--- src/rtl/apb_initiator_bridge_if.sv ---
// Request/response channel and APB initiator bundle for apb_initiator_bridge.
// master = bridge side, slave = core adapter plus APB responder side.
interface apb_initiator_bridge_if #(
  parameter int ADDR_W = 32
);
  logic              in_req_valid;
  logic              in_req_ready;
  logic [ADDR_W-1:0] in_addr;
  logic              in_write;
  logic [31:0]       in_wdata;
  logic [3:0]        in_wstrb;
  logic              in_resp_valid;
  logic              in_resp_ready;
  logic [31:0]       in_rdata;
  logic              in_err;
  logic [ADDR_W-1:0] out_paddr;
  logic              out_psel;
  logic              out_penable;
  logic [2:0]        out_pprot;
  logic              out_pwrite;
  logic [31:0]       out_pwdata;
  logic [3:0]        out_pstrb;
  logic              out_pready;
  logic [31:0]       out_prdata;
  logic              out_pslverr;

  modport master (
    input  in_req_valid,
    input  in_addr,
    input  in_write,
    input  in_wdata,
    input  in_wstrb,
    input  in_resp_ready,
    input  out_pready,
    input  out_prdata,
    input  out_pslverr,
    output in_req_ready,
    output in_resp_valid,
    output in_rdata,
    output in_err,
    output out_paddr,
    output out_psel,
    output out_penable,
    output out_pprot,
    output out_pwrite,
    output out_pwdata,
    output out_pstrb
  );

  modport slave (
    output in_req_valid,
    output in_addr,
    output in_write,
    output in_wdata,
    output in_wstrb,
    output in_resp_ready,
    output out_pready,
    output out_prdata,
    output out_pslverr,
    input  in_req_ready,
    input  in_resp_valid,
    input  in_rdata,
    input  in_err,
    input  out_paddr,
    input  out_psel,
    input  out_penable,
    input  out_pprot,
    input  out_pwrite,
    input  out_pwdata,
    input  out_pstrb
  );
endinterface

--- src/rtl/apb_initiator_bridge.sv ---
// Single-outstanding APB initiator: valid/ready request in, SETUP/ACCESS
// transfer out, registered response back, with an ACCESS wait timeout.
module apb_initiator_bridge #(
  parameter int          ADDR_W  = 32,
  parameter int          TIMEOUT = 256,
  parameter logic [2:0]  PPROT   = 3'b000
) (
  input  logic                  clock,
  input  logic                  reset,
  apb_initiator_bridge_if.master bus
);

  localparam int CW = (TIMEOUT > 0) ? $clog2(TIMEOUT + 1) : 1;
  localparam logic [CW-1:0] LIMIT = CW'((TIMEOUT > 0) ? TIMEOUT - 1 : 0);

  typedef enum logic [1:0] {
    S_IDLE,
    S_SETUP,
    S_ACCESS,
    S_RESP
  } state_e;

  state_e            state_q, state_d;
  logic [ADDR_W-1:0] paddr_q, paddr_d;
  logic [31:0]       pwdata_q, pwdata_d;
  logic              pwrite_q, pwrite_d;
  logic [3:0]        pstrb_q, pstrb_d;
  logic [31:0]       rdata_q, rdata_d;
  logic              err_q, err_d;
  logic [CW-1:0]     cnt_q, cnt_d;
  logic              timeout_hit;

  assign timeout_hit = (TIMEOUT != 0) && (cnt_q == LIMIT);

  always_ff @(posedge clock or negedge reset) begin
    if (!reset) begin
      state_q  <= S_IDLE;
      paddr_q  <= '0;
      pwdata_q <= '0;
      pwrite_q <= 1'b0;
      pstrb_q  <= '0;
      rdata_q  <= '0;
      err_q    <= 1'b0;
      cnt_q    <= '0;
    end else begin
      state_q  <= state_d;
      paddr_q  <= paddr_d;
      pwdata_q <= pwdata_d;
      pwrite_q <= pwrite_d;
      pstrb_q  <= pstrb_d;
      rdata_q  <= rdata_d;
      err_q    <= err_d;
      cnt_q    <= cnt_d;
    end
  end

  always_comb begin
    state_d  = state_q;
    paddr_d  = paddr_q;
    pwdata_d = pwdata_q;
    pwrite_d = pwrite_q;
    pstrb_d  = pstrb_q;
    rdata_d  = rdata_q;
    err_d    = err_q;
    cnt_d    = cnt_q;
    unique case (state_q)
      S_IDLE: begin
        if (bus.in_req_valid) begin
          paddr_d  = bus.in_addr;
          pwdata_d = bus.in_wdata;
          pwrite_d = bus.in_write;
          pstrb_d  = bus.in_write ? bus.in_wstrb : 4'b0000;
          cnt_d    = '0;
          state_d  = S_SETUP;
        end
      end
      S_SETUP: begin
        state_d = S_ACCESS;
      end
      S_ACCESS: begin
        // A ready responder wins even in the cycle the timeout would fire.
        if (bus.out_pready) begin
          rdata_d = pwrite_q ? 32'h0 : bus.out_prdata;
          err_d   = bus.out_pslverr;
          state_d = S_RESP;
        end else if (timeout_hit) begin
          rdata_d = 32'h0;
          err_d   = 1'b1;
          state_d = S_RESP;
        end else if (cnt_q != {CW{1'b1}}) begin
          cnt_d = cnt_q + CW'(1);
        end
      end
      S_RESP: begin
        if (bus.in_resp_ready) begin
          state_d = S_IDLE;
        end
      end
      default: state_d = S_IDLE;
    endcase
  end

  assign bus.in_req_ready  = reset && (state_q == S_IDLE);
  assign bus.in_resp_valid = (state_q == S_RESP);
  assign bus.in_rdata      = rdata_q;
  assign bus.in_err        = err_q;
  assign bus.out_psel      = (state_q == S_SETUP) || (state_q == S_ACCESS);
  assign bus.out_penable   = (state_q == S_ACCESS);
  assign bus.out_pprot     = PPROT;
  assign bus.out_paddr     = paddr_q;
  assign bus.out_pwrite    = pwrite_q;
  assign bus.out_pwdata    = pwdata_q;
  assign bus.out_pstrb     = pstrb_q;

endmodule

--- src/flat_wrapper.sv ---
// flat-port wrapper written by rule: the top's interface ports become plain ports
module apb_initiator_bridge_flat 
#(
  parameter int          ADDR_W  = 32,
  parameter int          TIMEOUT = 256,
  parameter logic [2:0]  PPROT   = 3'b000
)
  (clock, reset, bus_in_req_valid, bus_in_addr, bus_in_write, bus_in_wdata, bus_in_wstrb, bus_in_resp_ready, bus_out_pready, bus_out_prdata, bus_out_pslverr, bus_in_req_ready, bus_in_resp_valid, bus_in_rdata, bus_in_err, bus_out_paddr, bus_out_psel, bus_out_penable, bus_out_pprot, bus_out_pwrite, bus_out_pwdata, bus_out_pstrb);
  apb_initiator_bridge_if #(.ADDR_W(ADDR_W)) bus_i ();
  input  logic clock;
  input  logic reset;
  input wire logic [$bits(bus_i.in_req_valid)-1:0] bus_in_req_valid;
  input wire logic [$bits(bus_i.in_addr)-1:0] bus_in_addr;
  input wire logic [$bits(bus_i.in_write)-1:0] bus_in_write;
  input wire logic [$bits(bus_i.in_wdata)-1:0] bus_in_wdata;
  input wire logic [$bits(bus_i.in_wstrb)-1:0] bus_in_wstrb;
  input wire logic [$bits(bus_i.in_resp_ready)-1:0] bus_in_resp_ready;
  input wire logic [$bits(bus_i.out_pready)-1:0] bus_out_pready;
  input wire logic [$bits(bus_i.out_prdata)-1:0] bus_out_prdata;
  input wire logic [$bits(bus_i.out_pslverr)-1:0] bus_out_pslverr;
  output wire logic [$bits(bus_i.in_req_ready)-1:0] bus_in_req_ready;
  output wire logic [$bits(bus_i.in_resp_valid)-1:0] bus_in_resp_valid;
  output wire logic [$bits(bus_i.in_rdata)-1:0] bus_in_rdata;
  output wire logic [$bits(bus_i.in_err)-1:0] bus_in_err;
  output wire logic [$bits(bus_i.out_paddr)-1:0] bus_out_paddr;
  output wire logic [$bits(bus_i.out_psel)-1:0] bus_out_psel;
  output wire logic [$bits(bus_i.out_penable)-1:0] bus_out_penable;
  output wire logic [$bits(bus_i.out_pprot)-1:0] bus_out_pprot;
  output wire logic [$bits(bus_i.out_pwrite)-1:0] bus_out_pwrite;
  output wire logic [$bits(bus_i.out_pwdata)-1:0] bus_out_pwdata;
  output wire logic [$bits(bus_i.out_pstrb)-1:0] bus_out_pstrb;
  assign bus_i.in_req_valid = bus_in_req_valid;
  assign bus_i.in_addr = bus_in_addr;
  assign bus_i.in_write = bus_in_write;
  assign bus_i.in_wdata = bus_in_wdata;
  assign bus_i.in_wstrb = bus_in_wstrb;
  assign bus_i.in_resp_ready = bus_in_resp_ready;
  assign bus_i.out_pready = bus_out_pready;
  assign bus_i.out_prdata = bus_out_prdata;
  assign bus_i.out_pslverr = bus_out_pslverr;
  assign bus_in_req_ready = bus_i.in_req_ready;
  assign bus_in_resp_valid = bus_i.in_resp_valid;
  assign bus_in_rdata = bus_i.in_rdata;
  assign bus_in_err = bus_i.in_err;
  assign bus_out_paddr = bus_i.out_paddr;
  assign bus_out_psel = bus_i.out_psel;
  assign bus_out_penable = bus_i.out_penable;
  assign bus_out_pprot = bus_i.out_pprot;
  assign bus_out_pwrite = bus_i.out_pwrite;
  assign bus_out_pwdata = bus_i.out_pwdata;
  assign bus_out_pstrb = bus_i.out_pstrb;
  apb_initiator_bridge #(.ADDR_W(ADDR_W), .TIMEOUT(TIMEOUT), .PPROT(PPROT)) u_core (.clock(clock), .reset(reset), .bus(bus_i));
endmodule
--- config.mk ---
export PLATFORM = sky130hd
export DESIGN_NAME = apb_initiator_bridge_flat
export DESIGN_NICKNAME = d
export VERILOG_FILES = /design/src/rtl/apb_initiator_bridge_if.sv /design/src/rtl/apb_initiator_bridge.sv /design/src/flat_wrapper.sv
export SDC_FILE = /design/constraint.sdc
export NUM_CORES = 1
export LEC_CHECK = 0
export CORE_UTILIZATION = 44
export DETAILED_ROUTE_END_ITERATION = 16
export GPL_TIMING_DRIVEN = 1
export PLACE_DENSITY = 0.85
export SETUP_SLACK_MARGIN = 0.4
export SLEW_MARGIN = 0
export SYNTH_ARGS = -nofsm -noshare
export SYNTH_HDL_FRONTEND = slang
export SYNTH_SLANG_ARGS = --single-unit
--- constraint.sdc ---
create_clock -name clock -period 3.76 [get_ports clock]
set_clock_uncertainty 0.1 [all_clocks]
set_input_delay 0.564 -clock clock [delete_from_list [all_inputs] [get_ports clock]]
set_output_delay 0.564 -clock clock [all_outputs]
set_load 0.005 [all_outputs]
==> impl_metrics.csv <==
group,metric,value,unit
clock_network,worst_setup_hold_path_clk_slew,0.05,ns
setup_path,max_stage_delay,0.53,ns
timing,finalHoldViolCount,0,
routing,routed-via-count,3591,
setup_path,critical_path_peak_fanout,23,
placement,place.gp.congestion,0.884,
synthesis,yosys-mux-area-fraction,0.166,
setup_path,crit_chain,"dlygate4sd3_1 > buf_4 > and2_1 > clkdlybuf4s50_1",
global_route,first_pass_grt_wire_length,18900,um
pwr,p_sw_frac,0.278,
global_route,overflow,0,
clock_network,clock-sinks,113,
floorplanning,ioPinCount,216,
routing,wl_per_cell,15.9,um
routing,routed_wirelength,11700,um
synthesis,synthXorXnorAreaFrac,0.00577,
timing,achievable-frequency,0.363,GHz
clock_network,cts_tree,"built",
floorplanning,fp.dieH,104,um
routing,drtAntennaViolNets,0,
synthesis,netlist_area,4550,um^2
pwr,power.density_cell_area,812,nW/um^2
synthesis,synth_seq_area_share,0.621,
setup_path,worstSetupPathType,"in2out",
setup_path,startpoint_type,"input pin",
floorplanning,floorplan.initialDensity,0.459,
global_route,first_global_vias,3770,
min_path,min_path_type,"reg2reg",
timing,holdWs,0.376,ns
synthesis,ys_seq_elements,113,
placement,port-buffer-count,212,
placement,dp_hpwl,8460,um
setup_path,cp_slowest_cell,"sky130_fd_sc_hd__dlygate4sd3_1",
timing,worstMarginPinSlew,0.713,ns
clock_network,cts-buffers-inserted,17,
floorplanning,dieArea,10800,um^2
cells_and_area,nFillCells,675,
pwr,p_seq_frac,0.354,
clock_network,cts_resizes,0,
timing,maxSlewViolCount,0,
cells_and_area,antenna_cells,0,
run,cap_viol_max_count,0,
routing,initialDrtViolationCount,97,
setup_path,crit_required,3.10,ns
clock_network,cts_root_buffer,"sky130_fd_sc_hd__clkbuf_8",
routing,via_per_inst,4.89,
timing,fin_setup_tns,0,ns
timing,rsz_0062_raised_after_global_routing,"no",
cells_and_area,layout_common_cells,"sky130_fd_sc_hd__clkdlybuf4s50_1, sky130_fd_sc_hd__dfrtp_1, sky130_fd_sc_hd__nand2_1, sky130_fd_sc_hd__mux2_2, sky130_fd_sc_hd__o21ai_0",
timing,setup-violations-final,0,
clock_network,ctsLongestPathBuffers,2,
synthesis,synth-compound-area-share,0.0624,
cells_and_area,areaGrowthSynthToFinish,61.7,%
clock_network,clk-insertion-delay-late,0.51,ns
clock_network,htree_num_levels,4,
cells_and_area,post_route_cells_drive_above_1_share,0.180,
timing,fin_crit,2.75,ns
synthesis,post_synth_and_or_nand_nor_area_fraction,0.0968,
timing,timing.max_slew.rel_slack,0.523,
setup_path,crit_arrival,2.09,ns
setup_path,cp_num_buf_inv,3,
floorplanning,core_area,9910,um^2
routing,drc,0,
pwr,static-leakage-power,3.15,nW
pwr,peakVddDrop,0.436,mV
synthesis,postSynthAreaPerCell,12.2,um^2
run_status,run_status,"finished, final reports clean",
setup_path,path_delay_family,"buffers and inverters",
synthesis,synth.yosys.warnings,0,
floorplanning,placement_rows,36,
global_route,grt_use_total,0.228,
synthesis,dominant_combinational_cell_family_by_area_after_synthesis,"multiplexers",
synthesis,post_synth_inst_count,373,
cells_and_area,final_common_cell,"sky130_fd_sc_hd__clkdlybuf4s50_1",
timing,fin_crit_sh,0.732,
setup_path,worst_setup_path_end_kind,"primary output",
routing,drt_pre_antenna_iters,4,
pwr,power.share.clock,0.244,
synthesis,synth_fa_ha_area_frac,0.0192,
pwr,total_switching_power,1.66,mW
floorplanning,die_x,104,um
synthesis,netlist-cell-type-count,29,
pwr,power_frac_comb,0.403,
cells_and_area,fin_nets,704,
pwr,power_report.internal_total,4.31,mW
global_route,grt_start_max_net_pins,66,
global_route,antenna_found_initial,0,
## stage by stage
step           cells  area (um^2)  power (mW)  worst slack [ns]   util
6_report         734         7360        5.97              1.01  0.743
5_1_grt          734         7360        6.31             0.936  0.743
4_1_cts          734         7360        6.04              1.00  0.743
3_5_place_dp     703         6800        4.55              1.08  0.686
3_3_place_gp     703         6800        4.44              1.20  0.686
2_1_floorplan    375         4560        3.00              1.34      -
## area by class of cell
cell class / count / area, um^2 / share of cell area
multi-input cells: 233 / 1630 / 0.221
inverters: 7 / 26.3 / 0.00357
well taps: 133 / 166 / 0.0226
clock inverters: 6 / 55.1 / 0.00748
flip-flops and latches: 113 / 2830 / 0.384
repair buffers: 218 / 2170 / 0.295
clock buffers: 24 / 490 / 0.0667
## per-layer routing
metal	up-vias	share of wire	routed length [um]	GRT usage
li1	1688	-	-	-
met1	1729	0.38	4500	0.249
met4	0	0.028	326	0.0959
met2	145	0.52	6090	0.402
met3	29	0.068	791	0.0799
met5	-	0	0	0
## power groups by stage
stage	clock network (mW)	registers, mW	logic (mW)
global route	1.54	2.18	2.59
finish	1.46	2.11	2.40
CTS	1.48	2.11	2.44
detailed placement	0	2.13	2.42
global placement	0	2.09	2.35
floorplan	0	2.15	0.849
## cell families after synthesis
| group | count (synthesis) |
|---|---|
| xor gates and xnor gates | 3 |
| and+or+nand+nor | 101 |
| adders and majority gates | 7 |
| other | 1 |
| buffers and inverters | 29 |
| DFF | 113 |
| AOI/OAI and AO/OA | 52 |
| muxes | 67 |
## what timing repair did
action                    CTS  global route
hold endpoints to repair   21             0
hold buffers                1             0
buffers inserted            0             0
## worst min-delay path, cell delays in order, from the launching register on
cell and delay, ns:
sky130_fd_sc_hd__dfrtp_1 0.33, sky130_fd_sc_hd__nand2_1 0.04, sky130_fd_sc_hd__o21ai_0 0.06
## registers in the layout (all words and copies together) (netlist names)
signal                 cells
u_core.bus.out_pwrite      1
u_core.bus.out_paddr      32
u_core.bus.in_rdata       32
u_core.state_q             2
u_core.bus.out_pstrb       4
u_core.cnt_q               9
u_core.bus.in_err          1
u_core.bus.out_pwdata     32
## path summary, 6_finish.rpt
path | startpoint | end | slack (ns) | cells past startpoint
setup / recovery | reset | bus_in_req_ready | 1.01 | 4
hold / removal | u_core.bus.in_rdata[9]$_DFFE_PN0P_ | u_core.bus.in_rdata[9]$_DFFE_PN0P_ | 0.38 | 2
setup reg to reg | u_core.cnt_q[0]$_DFFE_PN0P_ | u_core.cnt_q[7]$_DFFE_PN0P_ | 1.08 | 9
hold reg to reg | u_core.bus.in_rdata[9]$_DFFE_PN0P_ | u_core.bus.in_rdata[9]$_DFFE_PN0P_ | 0.38 | 2
max in group asynchronous | reset | u_core.bus.out_paddr[23]$_DFFE_PN0P_ | 1.66 | 4
min in group asynchronous | reset | u_core.bus.in_rdata[1]$_DFFE_PN0P_ | 0.40 | 2
## cell usage after synthesis
cell                        count  area share
sky130_fd_sc_hd__dfrtp_1      113        0.62
sky130_fd_sc_hd__nand2_1       78       0.064
sky130_fd_sc_hd__mux2_2        67        0.17
sky130_fd_sc_hd__o21ai_0       41       0.045
sky130_fd_sc_hd__clkbuf_1      13       0.011
sky130_fd_sc_hd__nor2_1         8      0.0066
sky130_fd_sc_hd__ha_1           7       0.019
sky130_fd_sc_hd__inv_1          7      0.0058
sky130_fd_sc_hd__buf_2          6      0.0066
sky130_fd_sc_hd__a21oi_1        4      0.0044
sky130_fd_sc_hd__buf_4          3      0.0049
sky130_fd_sc_hd__nand3_1        3      0.0033
sky130_fd_sc_hd__and2_1         2      0.0027
sky130_fd_sc_hd__nor2b_1        2      0.0027
sky130_fd_sc_hd__o211ai_1       2      0.0033
sky130_fd_sc_hd__o31ai_1        2      0.0033
sky130_fd_sc_hd__or4_1          2      0.0033
sky130_fd_sc_hd__xor2_1         2      0.0038
sky130_fd_sc_hd__and2b_2        1      0.0019
sky130_fd_sc_hd__and3_1         1      0.0014
sky130_fd_sc_hd__conb_1         1     0.00082
sky130_fd_sc_hd__nand2b_1       1      0.0014
sky130_fd_sc_hd__nand4b_1       1      0.0019
sky130_fd_sc_hd__nor4b_1        1      0.0019
sky130_fd_sc_hd__nor4b_4        1      0.0052
sky130_fd_sc_hd__o2111ai_1      1      0.0019
sky130_fd_sc_hd__o21ai_2        1      0.0019
sky130_fd_sc_hd__o32a_2         1      0.0025
sky130_fd_sc_hd__xnor2_1        1      0.0019
(Power assumes the default switching activity.)
